`src/rtl/seq_divider.sv`:
```
// Multi-cycle restoring divider: one quotient bit per clock, signed or unsigned
// operands, start/busy/done handshake with divide-by-zero and overflow flags.
module seq_divider #(
  parameter int WIDTH = 16
) (
  input  logic             clk,
  input  logic             rst_n,
  input  logic             start,
  input  logic             signed_op,
  input  logic [WIDTH-1:0] dividend,
  input  logic [WIDTH-1:0] divisor,
  output logic             busy,
  output logic             done,
  output logic [WIDTH-1:0] quotient,
  output logic [WIDTH-1:0] remainder,
  output logic             div_by_zero,
  output logic             ovF
);

  localparam int CW = $clog2(WIDTH);

  typedef enum logic [1:0] {
    IDLE,
    RUN,
    FIX
  } state_t;

  state_t           state, state_next;
  logic [CW-1:0]    cnt;
  logic [WIDTH-1:0] pr;
  logic [WIDTH-1:0] wd;
  logic [WIDTH-1:0] dsr;
  logic [WIDTH-1:0] orig;
  logic             neg_q, neg_r, dz, ov;

  logic [WIDTH:0]   shifted, trial;
  logic             q_bit;
  logic [WIDTH-1:0] dvd_abs, dsr_abs, q_fix, r_fix;
  logic             last;
  logic             zero_div, ov_case;

  assign last     = (cnt == CW'(WIDTH - 1));
  assign zero_div = (divisor == '0);
  assign ov_case  = signed_op && (dividend == {1'b1, {(WIDTH-1){1'b0}}}) && (divisor == '1);

  // The remainder always fits WIDTH bits, so only the shifted value and the
  // trial difference need the extra bit; bit WIDTH of trial is the borrow.
  always_comb begin
    dvd_abs = (signed_op && dividend[WIDTH-1]) ? -dividend : dividend;
    dsr_abs = (signed_op && divisor[WIDTH-1])  ? -divisor  : divisor;
    shifted = {pr, wd[WIDTH-1]};
    trial   = shifted - {1'b0, dsr};
    q_bit   = ~trial[WIDTH];
    q_fix   = neg_q ? -wd : wd;
    r_fix   = neg_r ? -pr : pr;
  end

  always_ff @(posedge clk or negedge rst_n) begin
    if (!rst_n) state <= IDLE;
    else        state <= state_next;
  end

  always_comb begin
    state_next = state;
    case (state)
      IDLE:    if (start) state_next = zero_div ? FIX : RUN;
      RUN:     if (last)  state_next = FIX;
      FIX:     state_next = IDLE;
      default: state_next = IDLE;
    endcase
  end

  always_ff @(posedge clk or negedge rst_n) begin
    if (!rst_n) begin
      cnt         <= '0;
      pr          <= '0;
      wd          <= '0;
      dsr         <= '0;
      orig        <= '0;
      neg_q       <= 1'b0;
      neg_r       <= 1'b0;
      dz          <= 1'b0;
      ov          <= 1'b0;
      busy        <= 1'b0;
      done        <= 1'b0;
      quotient    <= '0;
      remainder   <= '0;
      div_by_zero <= 1'b0;
      ovF         <= 1'b0;
    end else begin
      done <= 1'b0;
      case (state)
        IDLE: begin
          if (start) begin
            orig  <= dividend;
            wd    <= dvd_abs;
            dsr   <= dsr_abs;
            neg_q <= signed_op && (dividend[WIDTH-1] ^ divisor[WIDTH-1]);
            neg_r <= signed_op && dividend[WIDTH-1];
            dz    <= zero_div;
            ov    <= ov_case;
            cnt   <= '0;
            pr    <= '0;
            busy  <= 1'b1;
          end
        end
        RUN: begin
          pr  <= q_bit ? trial[WIDTH-1:0] : shifted[WIDTH-1:0];
          wd  <= {wd[WIDTH-2:0], q_bit};
          cnt <= cnt + 1'b1;
        end
        FIX: begin
          busy        <= 1'b0;
          done        <= 1'b1;
          quotient    <= dz ? '1   : q_fix;
          remainder   <= dz ? orig : r_fix;
          div_by_zero <= dz;
          ovF         <= ov;
        end
        default: ;
      endcase
    end
  end

endmodule
```
`config.mk`:
```
export PLATFORM = sky130hd
export DESIGN_NAME = seq_divider
export DESIGN_NICKNAME = d
export VERILOG_FILES = /design/src/rtl/seq_divider.sv
export SDC_FILE = /design/constraint.sdc
export NUM_CORES = 1
export LEC_CHECK = 0
export BUFFER_PORTS_ARGS = -buffer_cell sky130_fd_sc_hd__buf_2
export CAP_MARGIN = 20
export CORE_MARGIN = 10
export CORE_UTILIZATION = 25
export DETAILED_ROUTE_END_ITERATION = 8
export HOLD_SLACK_MARGIN = 0.02
export SYNTH_ARGS = -nofsm -noshare
export SYNTH_HDL_FRONTEND = slang
export SYNTH_SLANG_ARGS = --single-unit
```
`constraint.sdc`:
```
create_clock -name clk -period 2.6 [get_ports clk]
set_input_delay 0.13 -clock clk [delete_from_list [all_inputs] [get_ports clk]]
set_output_delay 0.13 -clock clk [all_outputs]
set_load 0.02 [all_outputs]
```
==> run_summary.xml <==
<?xml version="1.0" encoding="UTF-8"?>
<metrics>
  <group name="run_status">
    <metric name="status" unit="">complete, no violations</metric>
  </group>
  <group name="worst_setup_path">
    <metric name="crit_path_end_kind" unit="">flip-flop</metric>
    <metric name="worst-endpoint-required" unit="ps">2850</metric>
    <metric name="standard_cell_with_the_maximum_stage_delay_on_the_critical_path" unit="">fa_1</metric>
    <metric name="timing.critical_path.fanout_max" unit="">11</metric>
    <metric name="critical-path-max-stage-delay" unit="ps">380</metric>
    <metric name="setup.worst_path.class" unit="">reg2reg</metric>
    <metric name="startpoint_type" unit="">flip-flop</metric>
    <metric name="timing.critical_path.cells" unit="">inv_1 -&gt; ha_1 -&gt; fa_1 -&gt; nor2b_1 -&gt; o31a_1 -&gt; o21a_4 -&gt; a21o_1 -&gt; nor2_2 -&gt; buf_4 -&gt; o311ai_1</metric>
    <metric name="critical_path_arrival" unit="ps">2640</metric>
    <metric name="timing.critical_path.from" unit="">wd[15]</metric>
    <metric name="regToRegStartpoint" unit="">wd[15]</metric>
  </group>
  <group name="synth">
    <metric name="synth_top_cells_by_count" unit="">129 x nand2_1, 110 x dfrtp_1, 68 x o21ai_0</metric>
    <metric name="yosysMostFrequentCell" unit="">nand2_1</metric>
    <metric name="synth.distinct_cells" unit="">76</metric>
    <metric name="netlist_instances" unit="">792</metric>
    <metric name="synth.top_cell.area_share" unit="">0.4007</metric>
    <metric name="synth_edf_count" unit="">0</metric>
    <metric name="syn-mean-instance-area" unit="µm²">8.673</metric>
    <metric name="postSynthNetCount" unit="">851</metric>
    <metric name="synth_largest_area_cell" unit="">dfrtp_1</metric>
    <metric name="ys_top_cells_by_area" unit="">dfrtp_1 40%, nand2_1 7.0%, o21ai_0 5.0%, xnor2_1 4.8%, ha_1 4.0%</metric>
    <metric name="mappedNetlistArea" unit="mm²">0.006869</metric>
    <metric name="postSynthRegisterBits" unit="">110</metric>
    <metric name="ys.warnings.count" unit="">0</metric>
    <metric name="postSynth.topFlopCell" unit="">dfrtp_1</metric>
    <metric name="synth_seq_area_share" unit="">0.4007</metric>
    <metric name="async_reset_ff_frac" unit="">1.000</metric>
  </group>
  <group name="global_routing">
    <metric name="groute.usage.overall" unit="">0.1153</metric>
    <metric name="antenna_found_initial" unit="">2</metric>
    <metric name="grt_overflow" unit="">0</metric>
    <metric name="grt_pass1_vias" unit="">5915</metric>
    <metric name="grt_max_degree" unit="">54</metric>
    <metric name="grt_first_pass_wirelength" unit="µm">31930</metric>
  </group>
  <group name="floorplanning">
    <metric name="placement_rows" unit="">60</metric>
    <metric name="die_width" unit="µm">185.8</metric>
    <metric name="boundary_pins" unit="">72</metric>
    <metric name="floorplan.die_area" unit="mm²">0.03451</metric>
    <metric name="fp.dieH" unit="µm">185.8</metric>
    <metric name="core" unit="mm²">0.02703</metric>
    <metric name="initial_core_util" unit="">0.2542</metric>
  </group>
  <group name="clocking">
    <metric name="cts.hold.buffers_added" unit="">4</metric>
    <metric name="clock_path_buffers" unit="">2</metric>
    <metric name="total_clock_sinks" unit="">110</metric>
    <metric name="cts_resized" unit="">0</metric>
    <metric name="tritoncts.num_buffers" unit="">9</metric>
    <metric name="cts_tree" unit="">yes</metric>
    <metric name="cts-htree-levels" unit="">3</metric>
    <metric name="clock_tree.root_cell" unit="">clkbuf_16</metric>
    <metric name="cts_setup_buffers" unit="">0</metric>
    <metric name="clock_latency" unit="ps">370</metric>
    <metric name="clkSlewWorstSetupHoldPaths" unit="ps">80</metric>
  </group>
  <group name="routing">
    <metric name="wl" unit="µm">19700</metric>
    <metric name="antenna_violating_nets_post_route" unit="">0</metric>
    <metric name="drtPass1Iterations" unit="">5</metric>
    <metric name="num_vias" unit="">6010</metric>
    <metric name="drt_iter0_markers" unit="">395</metric>
    <metric name="post_drt_via_cell_ratio" unit="">4.910</metric>
    <metric name="drt-wirelength-per-cell" unit="µm">16.10</metric>
    <metric name="count_of_unresolved_drc_violations_after_routing" unit="">0</metric>
  </group>
  <group name="cells_and_area">
    <metric name="post_route_cells_drive_above_1_share" unit="">0.1735</metric>
    <metric name="design.final.nets" unit="">936</metric>
    <metric name="area.growth.synth_to_final" unit="%">18.47</metric>
    <metric name="stdcell_count" unit="">1224</metric>
    <metric name="finish.instance_area" unit="mm²">0.008138</metric>
  </group>
  <group name="sta">
    <metric name="finalWorstPathRequiredPeriod" unit="ps">2387</metric>
    <metric name="fin_worst_skew" unit="ps">10.93</metric>
    <metric name="fin_tns_setup" unit="ps">0</metric>
    <metric name="max_slew_margin" unit="">0.4519</metric>
    <metric name="finalSetupViolations" unit="">0</metric>
    <metric name="worst_slew_pin_tran" unit="ps">822.1</metric>
    <metric name="report.final.hold_viol_count" unit="">0</metric>
    <metric name="final-max-slew-violation-count" unit="">0</metric>
    <metric name="finalCritPeriodShare" unit="">0.9179</metric>
    <metric name="grt_setup_unrepaired" unit="">no</metric>
    <metric name="timing.fmax" unit="MHz">419.0</metric>
  </group>
  <group name="placement">
    <metric name="buffer_ports.inserted" unit="">71</metric>
    <metric name="place.detailed.hpwl" unit="µm">15350</metric>
    <metric name="globalplace.congestion" unit="">0.8807</metric>
    <metric name="dpl-instance-area" unit="mm²">0.007792</metric>
    <metric name="numPlacedInstances" unit="">1203</metric>
  </group>
  <group name="pwr">
    <metric name="max-vdd-ir-drop" unit="mV">0.5975</metric>
    <metric name="total_power" unit="µW">11460</metric>
    <metric name="leakage" unit="µW">0.003586</metric>
    <metric name="power_per_cell_area" unit="mW/mm²">1409</metric>
  </group>
  <group name="hold_path">
    <metric name="min_delay_worst_type" unit="">in2reg</metric>
    <metric name="hold_wc_startpoint" unit="">dividend[10]</metric>
  </group>
  <group name="run">
    <metric name="max-cap-violations" unit="">0</metric>
  </group>
</metrics>
sequential cells by signal, summed over array words and instances (netlist names), 2 cells and up:
register   count
cnt            4
dsr           16
orig          16
pr            16
quotient      16
remainder     16
state          2
wd            16
worst max-delay path, delay by kind of cell (launching register included):
family	cells	cell delay (ps)
AO/OA/AOI/OAI	4	880
adder cells (fa/ha/maj)	2	600
flip-flops	1	350
buffers and inverters	2	230
AND/OR/NAND/NOR	2	210
layer usage:
metal	routed length (µm)	GRT usage	up-vias	part of all wire
met4	191	0.02515	2	0.0097
met1	10380	0.1716	2875	0.53
met2	8153	0.1671	131	0.41
li1	-	-	2987	-
met5	17	0	-	0.00086
met3	958	0.02125	15	0.049
placed cells by master (no fill, tap or decap), types with 19 or more instances in the layout:
cell type,n
o21ai_0,67
a21oi_1,54
ha_1,22
nor2_1,43
nand2_1,129
xnor2_1,38
nor3_1,19
xor2_1,25
buf_4,38
buf_2,70
dfrtp_1,110
inv_1,33
cell families after synthesis:
kind of cell             Yosys count  synth area share
AO/OA/AOI/OAI                    230            0.2182
adder cells (fa/ha/maj)           23           0.04299
multiplexers                      12           0.01749
AND/OR/NAND/NOR                  281            0.1969
XOR/XNOR                          63           0.08033
buffers and inverters             73           0.04335
flip-flops                       110            0.4007
area by class of cell:
class / count / area, µm²
Clock buffer: 9 / 225.2
Antenna cell: 1 / 2.502
Multi-Input combinational cell: 609 / 3830
Tap cell: 341 / 426.7
Clock inverter: 7 / 77.57
Fill cell: 2916 / 18890
Sequential cell: 110 / 2753
Timing Repair Buffer: 113 / 695.7
Inverter: 34 / 127.6
where the power goes:
| part | leakage (µW) | switching, µW | total [µW] | internal [µW] |
|---|---|---|---|---|
| logic | 0.00208 | 3930 | 6780 | 2850 |
| registers | 0.00136 | 769 | 3280 | 2510 |
| clock network | 0.000144 | 724 | 1410 | 683 |
stage by stage:
step	hold WS (ps)	worst slack, ps	utilization
global route	42.63	46.13	0.3011
global placement	219.8	255.2	0.2883
finish	34.08	213.3	0.3011
CTS	26.74	218.5	0.3010
detailed placement	227.2	246.2	0.2883
floorplan	-165.6	258.6	-
path summary, 6_finish.rpt:
path / depth (start not counted) / to / slack (ps)
max: 10 / pr[0] / 210
min: 3 / orig[10] / 30
max reg2reg: 10 / pr[0] / 210
min reg2reg: 2 / quotient[15] / 460
max in group asynchronous: 3 / dsr[7] / 1490
min in group asynchronous: 2 / done / 350
(Power assumes the default switching activity.)
